**src/rtl/seg_pkg.sv**
```systemverilog
// Shared types and constants for the multiplexed seven-segment display path.
package seg_pkg;

    localparam int unsigned SEG_MAX_DIGITS = 8;
    localparam int unsigned SEG_IDX_W      = 3;

    typedef logic [SEG_IDX_W-1:0] seg_idx_t;

    // Active-low all-segments-off pattern for the integrating top.
    localparam logic [6:0] SEG_OFF = 7'b1111111;

endpackage

```
**src/rtl/seg_scan_if.sv**
```systemverilog
// Valid/ready load port carrying a packed multi-digit hex value into seg_scan.
interface seg_scan_if
    import seg_pkg::*;
#(
    parameter int unsigned DIGITS = SEG_MAX_DIGITS
);

    logic                  in_valid;
    logic                  in_ready;
    logic [4*DIGITS-1:0]   in_data;

    modport master (output in_valid, output in_data, input in_ready);
    modport slave  (input in_valid, input in_data, output in_ready);

endinterface

```
**src/rtl/seg_scan_tick.sv**
```systemverilog
// Free-running prescaler: one-cycle tick every DIV clocks, counter cleared on rst.
module seg_tick #(
    parameter int unsigned DIV = 50000
) (
    input  logic clk,
    input  logic rst,
    output logic tick
);

    localparam int unsigned PW   = (DIV > 1) ? $clog2(DIV) : 1;
    localparam logic [PW-1:0] LAST = PW'(DIV - 1);

    logic [PW-1:0] pre;
    logic [PW-1:0] pre_nxt;

    always_comb begin
        pre_nxt = pre + PW'(1);
        if (pre == LAST) begin
            pre_nxt = '0;
        end
    end

    // tick is registered from the next count, so it is high exactly while pre == DIV-1.
    always_ff @(posedge clk) begin
        if (rst) begin
            pre  <= '0;
            tick <= (DIV == 1);
        end else begin
            pre  <= pre_nxt;
            tick <= (pre_nxt == LAST);
        end
    end

endmodule

```
**src/rtl/seg_scan.sv**
```systemverilog
// Time-multiplexed display scanner with frame-aligned commit of a shadowed value.
// Optional leading-zero blanking when SEG_SCAN_LZ_BLANK_EN is defined.
module seg_scan
    import seg_pkg::*;
#(
    parameter int unsigned DIGITS = SEG_MAX_DIGITS,
    parameter int unsigned DIV    = 50000
) (
    input  logic              clk,
    input  logic              rst,
    seg_scan_if.slave         bus,
    output logic [3:0]        nibble,
    output logic [DIGITS-1:0] dig_en_n,
    output logic              blank
);

    localparam int unsigned DW       = 4 * DIGITS;
    localparam seg_idx_t    LAST_IDX = seg_idx_t'(DIGITS - 1);

    logic [DW-1:0]     disp;
    logic [DW-1:0]     shadow;
    logic              pending;
    logic              pending_nxt;
    seg_idx_t          idx;
    logic              tick;
    logic              wrap_c;
    logic              accept_c;
    logic [DIGITS-1:0] lead_zero;
    logic [3:0]        nib_c;
    logic [DIGITS-1:0] en_c;
    logic              blank_c;

    seg_tick #(.DIV(DIV)) u_tick (
        .clk  (clk),
        .rst  (rst),
        .tick (tick)
    );

    assign wrap_c   = tick && (idx == LAST_IDX);
    assign accept_c = bus.in_valid && bus.in_ready;

    // Accept only while empty, so an accept never collides with a commit.
    always_comb begin
        pending_nxt = pending;
        if (wrap_c && pending) begin
            pending_nxt = 1'b0;
        end
        if (accept_c) begin
            pending_nxt = 1'b1;
        end
    end

    always_ff @(posedge clk) begin
        if (rst) begin
            shadow       <= '0;
            disp         <= '0;
            pending      <= 1'b0;
            bus.in_ready <= 1'b1;
        end else begin
            if (accept_c) begin
                shadow <= bus.in_data;
            end
            if (wrap_c && pending) begin
                disp <= shadow;
            end
            pending      <= pending_nxt;
            bus.in_ready <= !pending_nxt;
        end
    end

    always_ff @(posedge clk) begin
        if (rst) begin
            idx <= '0;
        end else if (tick) begin
            idx <= (idx == LAST_IDX) ? '0 : idx + seg_idx_t'(1);
        end
    end

`ifdef SEG_SCAN_LZ_BLANK_EN
    // Digit i > 0 is blanked while it and every more-significant digit are zero.
    always_comb begin
        logic zero_run;
        zero_run  = 1'b1;
        lead_zero = '0;
        for (int i = int'(DIGITS) - 1; i > 0; i--) begin
            zero_run     = zero_run && (disp[4*i +: 4] == 4'h0);
            lead_zero[i] = zero_run;
        end
    end
`else
    assign lead_zero = '0;
`endif

    always_comb begin
        nib_c   = '0;
        en_c    = '1;
        blank_c = 1'b0;
        for (int i = 0; i < int'(DIGITS); i++) begin
            if (idx == seg_idx_t'(i)) begin
                nib_c   = disp[4*i +: 4];
                blank_c = lead_zero[i];
                en_c[i] = lead_zero[i];
            end
        end
    end

    always_ff @(posedge clk) begin
        if (rst) begin
            nibble   <= '0;
            dig_en_n <= '1;
            blank    <= 1'b1;
        end else begin
            nibble   <= nib_c;
            dig_en_n <= en_c;
            blank    <= blank_c;
        end
    end

endmodule

```
**src/flat_wrapper.sv**
```systemverilog
// flat-port wrapper written by rule: the top's interface ports become plain ports
module seg_scan_flat import seg_pkg::*;
#(
    parameter int unsigned DIGITS = SEG_MAX_DIGITS,
    parameter int unsigned DIV    = 50000
)
  (clk, rst, nibble, dig_en_n, blank, bus_in_valid, bus_in_data, bus_in_ready);
  seg_scan_if #(.DIGITS(DIGITS)) bus_i ();
  input  logic clk;
  input  logic rst;
  output logic [3:0] nibble;
  output logic [DIGITS-1:0] dig_en_n;
  output logic blank;
  input wire logic [$bits(bus_i.in_valid)-1:0] bus_in_valid;
  input wire logic [$bits(bus_i.in_data)-1:0] bus_in_data;
  output wire logic [$bits(bus_i.in_ready)-1:0] bus_in_ready;
  assign bus_i.in_valid = bus_in_valid;
  assign bus_i.in_data = bus_in_data;
  assign bus_in_ready = bus_i.in_ready;
  seg_scan #(.DIGITS(DIGITS), .DIV(DIV)) u_core (.clk(clk), .rst(rst), .bus(bus_i), .nibble(nibble), .dig_en_n(dig_en_n), .blank(blank));
endmodule
```
**config.mk**
```make
export PLATFORM = sky130hd
export DESIGN_NAME = seg_scan_flat
export DESIGN_NICKNAME = d
export VERILOG_FILES = /design/src/rtl/seg_pkg.sv /design/src/rtl/seg_scan_if.sv /design/src/rtl/seg_scan_tick.sv /design/src/rtl/seg_scan.sv /design/src/flat_wrapper.sv
export SDC_FILE = /design/constraint.sdc
export NUM_CORES = 1
export LEC_CHECK = 0
export BUFFER_PORTS_ARGS = -buffer_cell sky130_fd_sc_hd__buf_2
export CAP_MARGIN = 20
export CORE_UTILIZATION = 41
export DETAILED_ROUTE_END_ITERATION = 7
export SYNTH_ARGS = -nofsm -noshare
export SYNTH_HDL_FRONTEND = slang
export SYNTH_HIERARCHICAL = 1
export SYNTH_SLANG_ARGS = --single-unit
```
**constraint.sdc**
```tcl
create_clock -name clk -period 3.2 [get_ports clk]
set_clock_uncertainty 0.05 [all_clocks]
set_input_delay 0.16 -clock clk [delete_from_list [all_inputs] [get_ports clk]]
set_output_delay 0.16 -clock clk [all_outputs]
set_load 0.03 [all_outputs]
```
; Word-level counts from Yosys, hierarchy flattened
; Index checks and enable logic that the tools add are counted.
[word_totals]
register_bits = 99
inputBits = 35
elab_cells = 47
[classes]
addsub = 2
eq_ne = 9
muxes = 21
n_reduce_logical = 5
[op_table]
columns = cell, n
row1 = "equality test 16 bit, second input constant", 2
row2 = two-way mux 4 bit, 8
row3 = "adder 16 x 1 -> 16 bit, second input constant", 1
row4 = two-way mux 16 bit, 1
row5 = "equality test 3 bit, second input constant", 4
row6 = two-way mux 1 bit, 11
row7 = "equality test 3 x 2 -> 1 bit, second input constant", 2
row8 = "adder 3 x 1 -> 3 bit, second input constant", 1
row9 = "equality test 3 x 1 -> 1 bit, second input constant", 1
row10 = logical AND 1 bit, 3
row11 = logical NOT 3 bit, 1
row12 = two-way mux 3 bit, 1
row13 = logical NOT 1 bit, 1

; Longest topological paths before layout
[logic_depth]
ltp_word = 9
depth_mapped = 7

; Modules after synthesis
; The synthesis kept the hierarchy.
[by_module_without_submodules]
columns = mod, instances, cells_per_inst, area_per_inst_um2, seq_area_each_um2
row1 = seg_scan, 1, 393, 3209.3, 1641.6
row2 = seg_tick, 1, 113, 939.7, 340.3

; Least setup slack after synthesis
; No wires, ideal clock.
[synth_timing]
path_type = register -> register
from = register u_core.u_tick.pre[5]
to = register u_core.u_tick.tick
arrival_time_ps = 2336
slack_ps = 715
path_stages_with_launch = 7
cell_sequence = dfxtp_1 > clkbuf_1 > or3b_1 > or4_4 > a211o_1 > or4_4 > a2111oi_4
[synth_between]
elab_chain_len = 3
elab_cells_between_ends = 4
[synth_lines]
columns = item, line_no
row1 = start: declaration, seg_scan_tick.sv:13  ; logic [PW-1:0] pre;
row2 = start signal: assignment, seg_scan_tick.sv:29  ; pre <= pre_nxt;
row3 = adder 16 x 1 -> 16 bit or equality test 16 bit (tied branches), "seg_scan_tick.sv:17, seg_scan_tick.sv:18"
row4 = two-way mux 16 bit (*), seg_scan_tick.sv:18  ; if (pre == LAST) begin
row5 = equality test 16 bit (*), seg_scan_tick.sv:30  ; tick <= (pre_nxt == LAST);
row6 = end signal: assignment, seg_scan_tick.sv:27  ; tick <= (DIV == 1);
row7 = end signal: assignment, seg_scan_tick.sv:30
row8 = end: declaration, seg_scan_tick.sv:7  ; output logic tick
; Every way passes the cells marked *; elsewhere a longest branch is shown, timed or not.
; A chain may end at the register's enable or synchronous reset.

; Worst setup path after layout
[layout_timing]
from = register u_core.u_tick.pre[14]
to = register u_core.u_tick.tick
; Same word-level chain as after synthesis.

==> results.yml <==
detailed_routing:
  ant_nets: 0
  drt-pass1-iter-count: 4
  num_vias: 3505
  wl_met2_um: 4140
  via_per_inst: 4.96
  top_layer: "met4"
  wl_per_cell_um: 12.8
  routed_wl_um: 9040
  m1WireLength_um: 4400
  drt_iter0_drc: 128
  remaining_drc_errors: 0
  wl_met3_um: 333
setup_path:
  cp_cell_sequence: "or3b_1 > or4_4 > a211o_1 > or4_4 > a2111oi_4"
  crit-reg2reg-launch: "u_core/u_tick/pre[14]$_SDFF_PP0_"
  r2r-end: "u_core/u_tick/tick$_SDFF_PP0_"
  crit_buf_inv: 0
  cp_max_fo: 5
  slowest_delay_ns: 0.56
  crit_required_ns: 3.40
  worstRegToRegCells: 5
  r2r_slack_ns: 0.62
  arrival_ns: 2.79
  cp.depth: 5
  crit_family: "simple AND/OR/NAND/NOR gates"
  start_kind: "flip-flop"
  worstSetupEndpoint: "u_core/u_tick/tick$_SDFF_PP0_"
  worst_path_max_delay_cell: "or4_4"
  crit_top_cell: "or4_4"
  cp-end-kind: "flip-flop"
  crit_path_start: "u_core/u_tick/pre[14]$_SDFF_PP0_"
  timing_worst_setup_path_type: "flip-flop to flip-flop"
synth:
  synth_fp_nets: 549
  synth_seq_cells: 99
  synth-edff-count: 0
  synth_area_per_cell_um2: 8.20
  syn_inst: 506
  synth_flop_cell: "dfxtp_1"
  syn-cell-area_um2: 4150
  synth_cell_types: 46
  ys_warn_count: 6
  yosysSeqAreaShare_pct: 47.8
  async_reset_ff_share_pct: 0
clock_network:
  cts_sinks: 99
  clk_pin_slew_ns: 0.09
  clockBufferDepth: 2
  numCtsBuffers: 9
  ctsResizeCount: 0
  clk_latency_ns: 0.35
  cts_setup_buffers: 0
  clock-root-buffer: "clkbuf_8"
  ctsHoldBuffers: 32
  cts.htree.levels: 3
  cts_tree: "done"
final_layout:
  num_antenna_cells: 0
  stdcell_count: 707
  multi_input_area_um2: 1900
  syn_to_final_growth_pct: 19.5
  fill_cells: 971
  seqCellArea_um2: 1980
  drive_above_1_share_pct: 14.8
  final_area_um2: 4960
  nets: 613
  fin_util_pct: 50.7
die:
  die_h_um: 103
  die_area_um2: 10500
  coreArea_um2: 9770
  die_w_um: 103
  io_pins: 49
  rows: 36
  initial_utilization_pct: 42.4
grt:
  antenna_found_initial: 0
  overflow: 0
  grt_max_degree: 75
  grt_pass1_vias: 3179
  grt.total_usage_pct: 18.3
  grt_pass1_wl_um: 15000
sta:
  whs_ns: 0.0135
  final_hold_viol_count: 0
  fmax_mhz: 387
  worst_slew_pin_slew_ns: 0.765
  tns_ns: 0
  slew_headroom_pct: 49.0
  fin_crit_sh_pct: 80.8
  slew_violations: 0
  finalSetupViolCount: 0
  min_period_ns: 2.58
  grt_setup_unrepaired: "false"
placement:
  placed_cells: 659
  placed_area_um2: 4420
  hpwl_um: 6050
  io_buffer_count: 48
  gp_congestion: 0.922
outcome:
  status: "complete, no violations"
power:
  power_density_nw_per_um2: 440
  peakVddDrop_mv: 0.257
  p_leak_nw: 1.79
flow_run:
  drv_cap: 0
worst_hold_path:
  hold_class: "input port to flip-flop"
state kept, by name, indices dropped and copies added (netlist names):
register and flops:
u_core/disp 32, u_core/dig_en_n 8, u_core/bus.in_ready 1, u_core/u_tick/tick 1
u_core/u_tick/pre 16, u_core/blank 1, u_core/pending 1, u_core/nibble 4
u_core/idx 3, u_core/shadow 32
layout by cell type, fill, tap and decap left out, types with 7 or more instances in the layout:
cell type	instances
a21oi_1	72
buf_2	48
buf_4	7
clkbuf_8	12
dfxtp_1	99
dlygate4sd3_1	32
ha_1	8
inv_1	22
nand2_1	143
nand2b_1	8
nand3_1	7
nor2_1	27
xnor2_1	9
power by group:
| group | leakage [nW] | internal (mW) | switching [mW] |
|---|---|---|---|
| clock network | 0.0949 | 0.344 | 0.408 |
| registers | 0.805 | 1.26 | 0.0189 |
| logic | 0.891 | 0.0721 | 0.0755 |
worst min path at each step:
stage / start / end / slack, ns / depth (start not counted)
floorplan: rst / u_core/blank$_DFF_P_ / 0.14 / 0
detailed placement: bus_in_data[19] / u_core/shadow[19]$_SDFFE_PP0P_ / 0.36 / 3
global placement: bus_in_data[28] / u_core/shadow[28]$_SDFFE_PP0P_ / 0.35 / 3
CTS: bus_in_data[12] / u_core/shadow[12]$_SDFFE_PP0P_ / 0.007 / 3
finish: bus_in_data[12] / u_core/shadow[12]$_SDFFE_PP0P_ / 0.01 / 3
global route: bus_in_data[12] / u_core/shadow[12]$_SDFFE_PP0P_ / 0.02 / 3
cell families (layout without fill, tap and decap cells):
logic type,after synthesis,count (layout),synth area share (%)
AO/OA/AOI/OAI,104,104,15.9
XOR/XNOR,14,14,2.96
adder cells (fa/ha/maj),8,8,2.41
buffers and inverters,57,125,6.48
flip-flops,99,99,47.8
multiplexers,3,3,0.724
AND/OR/NAND/NOR,221,221,23.8
Yosys cell counts (2+ instances only):
master    instances  area share [%]
or3b_1            2            0.42
nand4_1           6            0.90
buf_2             6            0.72
nor2b_1           2            0.30
nand3_1           7            0.84
nor3_1            3            0.36
xnor2_1           9             1.9
or4_4             2            0.54
a221o_2           5             1.4
xor2_1            5             1.1
nand2_1         143              13
mux2i_1           3            0.72
or2b_2            2            0.42
nand2b_1          8             1.2
nor4_1            5            0.75
a221o_1           3            0.72
a31oi_1           4            0.60
buf_6             4             1.1
ha_1              8             2.4
a221oi_1          6             1.3
o21ai_0           4            0.48
nor3b_1           5            0.90
and2_1            2            0.30
a21oi_1          72             8.7
nor2_1           27             2.4
inv_1            22             2.0
a221oi_2          2            0.72
dfxtp_1          99              48
o221ai_1          3            0.63
clkbuf_1         21             1.9
metrics by stage:
step	power, mW	setup WS (ns)
4_1_cts	2.21	0.607
5_1_grt	2.29	0.551
3_5_place_dp	1.42	0.639
3_3_place_gp	1.42	0.671
6_report	2.18	0.616
2_1_floorplan	1.38	0.715
worst register-to-register path: cells and delay by family (launching register included):
family	cells	cell delay, ns
simple gates	3	1.45
flops	1	0.42
compound gates	2	0.57
metal layers:
| metal | up-vias | global-route usage [%] |
|---|---|---|
| met1 | 1616 | 24.1 |
| met4 | 0 | 7.03 |
| li1 | 1811 | - |
| met5 | - | 0 |
| met3 | 13 | 3.80 |
| met2 | 65 | 29.3 |
cell type report:
cell class / instances / area share [%]
clock inverters: 3 / 0.429
repair buffers: 88 / 12.9
flip-flops and latches: 99 / 40.0
well taps: 133 / 3.36
clock buffers: 12 / 3.33
multi-input cells: 350 / 38.3
inverters: 22 / 1.67
Power figures use the tool's default switching activity.
